## config.mk

```make
export PLATFORM = sky130hd
export DESIGN_NAME = fir_loader_flat
export DESIGN_NICKNAME = d
export VERILOG_FILES = /design/src/rtl/fir_loader_pkg.sv /design/src/rtl/fir_loader_if.sv /design/src/rtl/fir_coef_bank.sv /design/src/rtl/fir_loader.sv /design/src/flat_wrapper.sv
export SDC_FILE = /design/constraint.sdc
export NUM_CORES = 1
export LEC_CHECK = 0
export CORE_MARGIN = 1.5
export CORE_UTILIZATION = 47
export DETAILED_ROUTE_END_ITERATION = 8
export PLACE_DENSITY = 0.73
export SYNTH_ARGS = -nofsm -noshare
export SYNTH_HDL_FRONTEND = slang
export SYNTH_SLANG_ARGS = --single-unit
export TNS_END_PERCENT = 10
```

## constraint.sdc

```tcl
create_clock -name clk -period 2 [get_ports clk]
set_input_delay 0.4 -clock clk [delete_from_list [all_inputs] [get_ports clk]]
set_output_delay 0.4 -clock clk [all_outputs]
set_load 0.01 [all_outputs]
```

## src/rtl/fir_loader_pkg.sv

```systemverilog
// Shared types and sizing helpers for the fir coefficient loader.
package fir_loader_pkg;

  typedef enum logic [1:0] {
    IDLE  = 2'd0,
    LOAD  = 2'd1,
    FLUSH = 2'd2,
    RUN   = 2'd3
  } fir_ld_state_t;

  localparam int ORDER_DEF = 4;

  function automatic int cnt_width(input int order);
    return $clog2(order + 1);
  endfunction

  localparam int CNT_W = $clog2(ORDER_DEF + 1);

endpackage

```

## src/rtl/fir_loader_if.sv

```systemverilog
// Host-facing bundle: coefficient config port, sample stream and fir-side outputs.
interface fir_loader_if #(
  parameter int DATA_W = 8,
  parameter int COEF_W = 8,
  parameter int ORDER  = 4
);
  localparam int AW = $clog2(ORDER);

  logic              cfg_we;
  logic [AW-1:0]     cfg_addr;
  logic [COEF_W-1:0] cfg_wdata;
  logic              reload;
  logic              s_valid;
  logic [DATA_W-1:0] s_data;
  logic              s_ready;
  logic              load_sw;
  logic [COEF_W-1:0] coef_out;
  logic [DATA_W-1:0] fir_data;
  logic              busy;
  logic              cfg_drop;

  modport master (
    output cfg_we, cfg_addr, cfg_wdata, reload, s_valid, s_data,
    input  s_ready, load_sw, coef_out, fir_data, busy, cfg_drop
  );

  modport slave (
    input  cfg_we, cfg_addr, cfg_wdata, reload, s_valid, s_data,
    output s_ready, load_sw, coef_out, fir_data, busy, cfg_drop
  );

endinterface

```

## src/rtl/fir_coef_bank.sv

```systemverilog
// ORDER x COEF_W coefficient register file: synchronous write, combinational read.
module fir_coef_bank #(
  parameter int ORDER  = 4,
  parameter int COEF_W = 8,
  parameter int AW     = 2
) (
  input  logic              clk,
  input  logic              rst,
  input  logic              we_i,
  input  logic [AW-1:0]     waddr_i,
  input  logic [COEF_W-1:0] wdata_i,
  output logic              drop_o,
  input  logic [AW-1:0]     raddr_i,
  output logic [COEF_W-1:0] rdata_o
);

  logic [COEF_W-1:0] mem_q [ORDER];
  logic              in_range;

  assign in_range = int'(waddr_i) < ORDER;
  assign drop_o   = we_i & ~in_range;
  assign rdata_o  = (int'(raddr_i) < ORDER) ? mem_q[raddr_i] : '0;

  always_ff @(posedge clk) begin
    if (rst) begin
      for (int i = 0; i < ORDER; i++) mem_q[i] <= '0;
    end else if (we_i && in_range) begin
      mem_q[waddr_i] <= wdata_i;
    end
  end

endmodule

```

## src/rtl/fir_loader.sv

```systemverilog
// Sequencer that loads fir coefficients, flushes the delay line, then streams samples.
module fir_loader
  import fir_loader_pkg::*;
#(
  parameter int DATA_W = 8,
  parameter int ORDER  = ORDER_DEF,
  parameter int COEF_W = 8
) (
  input logic         clk,
  input logic         rst,
  fir_loader_if.slave bus
);

  localparam int AW = $clog2(ORDER);
  localparam int CW = cnt_width(ORDER);
  localparam logic [CW-1:0] LAST = CW'(ORDER - 1);

  fir_ld_state_t     state_q, state_d;
  logic [CW-1:0]     cnt_q, cnt_d;
  logic [COEF_W-1:0] coef_q, coef_d;
  logic [DATA_W-1:0] fd_q, fd_d;
  logic              drop_q, drop_d;

  logic              cfg_open;
  logic              reload_ok;
  logic              wr_en;
  logic              bank_drop;
  logic [AW-1:0]     rd_addr;
  logic [COEF_W-1:0] rd_data;

  assign cfg_open  = (state_q == IDLE) || (state_q == RUN);
  assign reload_ok = bus.reload && cfg_open;
  assign wr_en     = bus.cfg_we && cfg_open;

  fir_coef_bank #(
    .ORDER (ORDER),
    .COEF_W(COEF_W),
    .AW    (AW)
  ) u_bank (
    .clk    (clk),
    .rst    (rst),
    .we_i   (wr_en),
    .waddr_i(bus.cfg_addr),
    .wdata_i(bus.cfg_wdata),
    .drop_o (bank_drop),
    .raddr_i(rd_addr),
    .rdata_o(rd_data)
  );

  always_ff @(posedge clk) begin
    if (rst) begin
      state_q <= IDLE;
      cnt_q   <= '0;
    end else begin
      state_q <= state_d;
      cnt_q   <= cnt_d;
    end
  end

  always_comb begin
    state_d = state_q;
    cnt_d   = cnt_q;
    case (state_q)
      IDLE, RUN: begin
        if (bus.reload) begin
          state_d = LOAD;
          cnt_d   = '0;
        end
      end
      LOAD: begin
        if (cnt_q == LAST) begin
          state_d = FLUSH;
          cnt_d   = '0;
        end else begin
          cnt_d = cnt_q + CW'(1);
        end
      end
      FLUSH: begin
        if (cnt_q == LAST) begin
          state_d = RUN;
          cnt_d   = '0;
        end else begin
          cnt_d = cnt_q + CW'(1);
        end
      end
      default: state_d = IDLE;
    endcase
  end

  // coef_q shows the tap for the coming cycle; a same-cycle cfg write is
  // bypassed so a write issued together with reload is loaded immediately.
  always_comb begin
    rd_addr = '0;
    coef_d  = '0;
    if (state_q == LOAD) rd_addr = AW'(cnt_q + CW'(1));
    if (reload_ok || (state_q == LOAD && cnt_q != LAST)) begin
      coef_d = (wr_en && bus.cfg_addr == rd_addr) ? bus.cfg_wdata : rd_data;
    end

    fd_d = (state_q == RUN && bus.s_valid) ? bus.s_data : '0;

    drop_d = reload_ok ? 1'b0 : drop_q;
    if (bank_drop || (bus.cfg_we && !cfg_open)) drop_d = 1'b1;
  end

  always_ff @(posedge clk) begin
    if (rst) begin
      coef_q <= '0;
      fd_q   <= '0;
      drop_q <= 1'b0;
    end else begin
      coef_q <= coef_d;
      fd_q   <= fd_d;
      drop_q <= drop_d;
    end
  end

  assign bus.load_sw  = (state_q == FLUSH) || (state_q == RUN);
  assign bus.s_ready  = (state_q == RUN);
  assign bus.busy     = (state_q == LOAD) || (state_q == FLUSH);
  assign bus.coef_out = coef_q;
  assign bus.fir_data = fd_q;
  assign bus.cfg_drop = drop_q;

endmodule

```

## src/flat_wrapper.sv

```systemverilog
// flat-port wrapper written by rule: the top's interface ports become plain ports
module fir_loader_flat import fir_loader_pkg::*;
#(
  parameter int DATA_W = 8,
  parameter int ORDER  = ORDER_DEF,
  parameter int COEF_W = 8
)
  (clk, rst, bus_cfg_we, bus_cfg_addr, bus_cfg_wdata, bus_reload, bus_s_valid, bus_s_data, bus_s_ready, bus_load_sw, bus_coef_out, bus_fir_data, bus_busy, bus_cfg_drop);
  fir_loader_if #(.DATA_W(DATA_W), .COEF_W(COEF_W), .ORDER(ORDER)) bus_i ();
  input logic clk;
  input logic rst;
  input wire logic [$bits(bus_i.cfg_we)-1:0] bus_cfg_we;
  input wire logic [$bits(bus_i.cfg_addr)-1:0] bus_cfg_addr;
  input wire logic [$bits(bus_i.cfg_wdata)-1:0] bus_cfg_wdata;
  input wire logic [$bits(bus_i.reload)-1:0] bus_reload;
  input wire logic [$bits(bus_i.s_valid)-1:0] bus_s_valid;
  input wire logic [$bits(bus_i.s_data)-1:0] bus_s_data;
  output wire logic [$bits(bus_i.s_ready)-1:0] bus_s_ready;
  output wire logic [$bits(bus_i.load_sw)-1:0] bus_load_sw;
  output wire logic [$bits(bus_i.coef_out)-1:0] bus_coef_out;
  output wire logic [$bits(bus_i.fir_data)-1:0] bus_fir_data;
  output wire logic [$bits(bus_i.busy)-1:0] bus_busy;
  output wire logic [$bits(bus_i.cfg_drop)-1:0] bus_cfg_drop;
  assign bus_i.cfg_we = bus_cfg_we;
  assign bus_i.cfg_addr = bus_cfg_addr;
  assign bus_i.cfg_wdata = bus_cfg_wdata;
  assign bus_i.reload = bus_reload;
  assign bus_i.s_valid = bus_s_valid;
  assign bus_i.s_data = bus_s_data;
  assign bus_s_ready = bus_i.s_ready;
  assign bus_load_sw = bus_i.load_sw;
  assign bus_coef_out = bus_i.coef_out;
  assign bus_fir_data = bus_i.fir_data;
  assign bus_busy = bus_i.busy;
  assign bus_cfg_drop = bus_i.cfg_drop;
  fir_loader #(.DATA_W(DATA_W), .ORDER(ORDER), .COEF_W(COEF_W)) u_core (.clk(clk), .rst(rst), .bus(bus_i));
endmodule
```

==> out/results.env <==
TIMING.CRITICAL_PATH.FANOUT_MAX=10
SYNTH_LARGEST_TYPE_AREA_FRACTION_PCT=37.59
DRTANTENNAVIOLNETS=0
SYNTH_WARNINGS=0
NUMCTSBUFFERS=5
POST-ROUTE-CELL-AREA_UM2=3283
DIE_W_UM=76.75
DETAILROUTE.VIA_COUNT=1932
H_TREE_LVL_COUNT=2
CTSROOTBUFFERMASTER='clkbuf_8'
MAPPEDNETLISTNETS=259
FIN_TNS_SETUP_PS=0
PLACED_CELL_AREA_UM2=3131
COUNT_OF_UNIQUE_LIBRARY_CELLS_INSTANTIATED_BY_YOSYS=34
CTS_TREE='done'
POST_DRT_VIA_CELL_RATIO=5.427
LAYOUT.NETS=313
DIE-AREA_UM2=5890
DIODES=0
TRITONCTS_NUM_SINKS=54
DRC=0
NETLIST_AREA_UM2=2556
GRT_UTIL_ALL_LAYERS_PCT=20.45
POSTSYNTHAREAPERCELL_UM2=11.07
LEAKAGE_POWER_nW=1.279
WORST_IR_DROP_VDD_uV=566.3
PATH_CLK_SLEW_PS=100
SYNTH_AREA_LEADER_CELL='edfxtp_1'
DPL.HPWL_MM=4.005
UNREPAIRED_SETUP_ENDPOINTS_AFTER_GLOBAL_ROUTING='no'
PIN_COUNT=43
CRIT_PATH_END_KIND='register'
CTS_MAX_PATH_BUFS=2
HOLD_CLASS='reg -> reg'
DRIVE_GT1_SHARE_PCT=13.64
COREAREA_UM2=5172
STATUS='finished, final reports clean'
PORTBUFFERS=42
ROUTED_WIRELENGTH_MM=5.596
GRT_FIRST_PASS_WIRELENGTH_MM=9.308
GRT_PASS1_VIAS=1868
TIMING_WORST_SLEW_PIN_VALUE_PS=680.9
DETAILEDROUTE.FIRSTPASSITERATIONCOUNT=4
DRV_CAP=0
MAXCLOCKFREQUENCY_GHz=0.5264
SETUP_WS_PS=100.2
YOSYS_REGISTER_BITS=54
TIMING.CLOCK.SKEW_PS=9.982
DIE_Y_UM=76.75
SYN_TO_FINAL_GROWTH_PCT=28.44
WORST-SETUP-PATH-TYPE='reg -> reg'
SETUP.WORST_PATH.START_CLASS='register'
CRITPATHREQUIREDTIME_PS=2240
WORST_EP_ARRIVAL_TIME_PS=2140
GR-TOTAL-OVERFLOW=0
YS_SEQ_AREA_SHARE_PCT=54.82
INITIAL_DRC_COUNT=105
SYN_INST=231
FINAL-HOLD-VIOLATION-COUNT=0
GRT_MAX_DEGREE=19
FINAL-MAX-SLEW-VIOLATION-COUNT=0
INITIAL_CORE_UTIL_PCT=49.42
PERIOD_NEEDED_PS=1900
TOTAL_POWER_PER_UNIT_CELL_AREA_nW_PER_UM2=1092
POST_SYNTH_MAIN_AREA_CONTRIBUTORS='edfxtp_1 (38%), dfxtp_1 (17%), and2_1 (7.8%), mux2i_1 (6.3%), a21oi_1 (3.5%)'
GPL.FINAL_WEIGHTED_CONGESTION=0.8078
MAXSLEWHEADROOM_PCT=54.60
FINALCRITPERIODSHARE_PCT=94.99
GRT_ANTENNA_BEFORE_REPAIR=0
FINALSETUPVIOLATIONS=0
CLKLATENCYLATEPIN_PS=300
PRE_CTS_WS_PS=-17.85
PLACEMENT_ROWS=26
ROUTE.DETAILED.WL_PER_INST_UM=15.72
MINIMUM_SETUP_SLACK_AMONG_REG_TO_REG_PATHS_PS=100
POST_CTS_HOLD_BUFFER_COUNT=0
-- critical path: stages (launching register included) --
cell and delay (ps):
dfxtp_1 430, inv_1 100, ha_2 210, buf_4 180
and2_4 210, a311oi_4 340, buf_12 180, mux2i_1 190
-- layout make-up --
type / instances / area, um^2
clock inverter: 3 / 47.55
tap: 70 / 87.58
timing repair buffer: 61 / 585.6
multi-input combinational: 148 / 1032
sequential: 54 / 1405
inverter: 15 / 56.30
fill: 426 / 1889
clock buffer: 5 / 68.82
-- cell usage in the layout (no fill, tap or decap), types with 2 or more instances in the layout --
| master | instances |
|---|---|
| clkdlybuf4s50_1 | 40 |
| and2_1 | 32 |
| edfxtp_1 | 32 |
| dfxtp_1 | 21 |
| a21oi_1 | 18 |
| buf_4 | 17 |
| mux2i_1 | 16 |
| inv_1 | 15 |
| nor2_1 | 15 |
| nor2b_1 | 10 |
| and3_1 | 9 |
| o2111ai_1 | 8 |
| nand4_1 | 8 |
| clkbuf_8 | 5 |
| nand2_1 | 3 |
| or2_2 | 3 |
| ha_1 | 3 |
| nand3_1 | 2 |
| a31oi_1 | 2 |
| o21ai_0 | 2 |
| inv_6 | 2 |
| dlygate4sd2_1 | 2 |
| buf_12 | 2 |
-- cell families (layout without fill, tap and decap cells) --
kind of cell | count (synthesis) | after routing | share of synthesized area, %
simple gates | 88 | 88 | 20.12
buf+inv | 29 | 84 | 5.580
flops | 54 | 54 | 54.82
mux | 16 | 16 | 6.265
compound gates | 38 | 38 | 10.43
fa+ha+maj | 5 | 5 | 2.447
xor+xnor | 1 | 1 | 0.3427
-- layer usage --
layer	global-route usage, %	vias to the layer above	share of wire (%)
met5	0	-	0
li1	-	925	-
met4	6.852	0	1.9
met2	35.84	66	50
met3	2.976	8	5.3
met1	25.75	933	42
-- report_power, final --
part / total (mW) / switching, mW / internal, mW
clock network: 0.746 / 0.363 / 0.382
registers: 1.41 / 0.0764 / 1.34
logic: 1.43 / 0.773 / 0.653
-- cells in the mapped netlist --
library cell	n
a21oi_1	18
nor2_1	15
buf_6	4
a2bb2oi_1	1
nor3b_1	1
nor3_1	1
and4bb_1	1
and2_4	1
nand3_1	2
a22oi_1	1
ha_1	5
and2_1	32
o21ai_2	1
a31oi_1	2
dfxtp_1	22
xnor2_1	1
a31oi_2	1
mux2i_1	16
o21ai_0	3
a211oi_1	1
clkbuf_1	7
nor2b_2	1
a21o_1	1
nand2_1	3
nor2b_1	10
nor4_1	1
o2111ai_1	8
a311oi_4	1
edfxtp_1	32
or2_2	3
inv_1	15
buf_2	3
and3_1	9
nand4_1	8
-- worst paths after layout --
kind	cells past startpoint	to	from
max	7	u_core.bus.coef_out[7]	u_core.state_q[1]
min	2	u_core.cnt_q[2]	u_core.cnt_q[2]
max reg2reg	7	u_core.bus.coef_out[7]	u_core.state_q[1]
min reg2reg	2	u_core.cnt_q[2]	u_core.cnt_q[2]
-- flip-flops by register name, indices dropped and copies added, names as in the netlist --
signal               cells
u_core.u_bank.mem_q     32
u_core.bus.coef_out      8
u_core.bus.fir_data      8
u_core.cnt_q             3
u_core.state_q           2
u_core.bus.cfg_drop      1
-- repair_timing --
| action | in CTS | in global routing |
|---|---|---|
| gates cloned | 0 | 0 |
| pin swaps | 0 | 2 |
| gates resized for setup | 4 | 5 |
| buffers inserted | 0 | 2 |
| hold endpoints to repair | 0 | 0 |
| setup endpoints to repair | 6 | 8 |
-- per-stage QoR --
stage	total power, mW	instances	hold WS (ps)	util [%]
2_1_floorplan	2.343	231	424.7	-
3_3_place_gp	2.777	346	433.6	60.52
3_5_place_dp	2.802	346	444.3	60.52
4_1_cts	3.531	354	458.6	62.80
5_1_grt	3.810	356	512.2	63.47
6_report	3.587	356	461.8	63.47
Power figures use the tool's default switching activity.
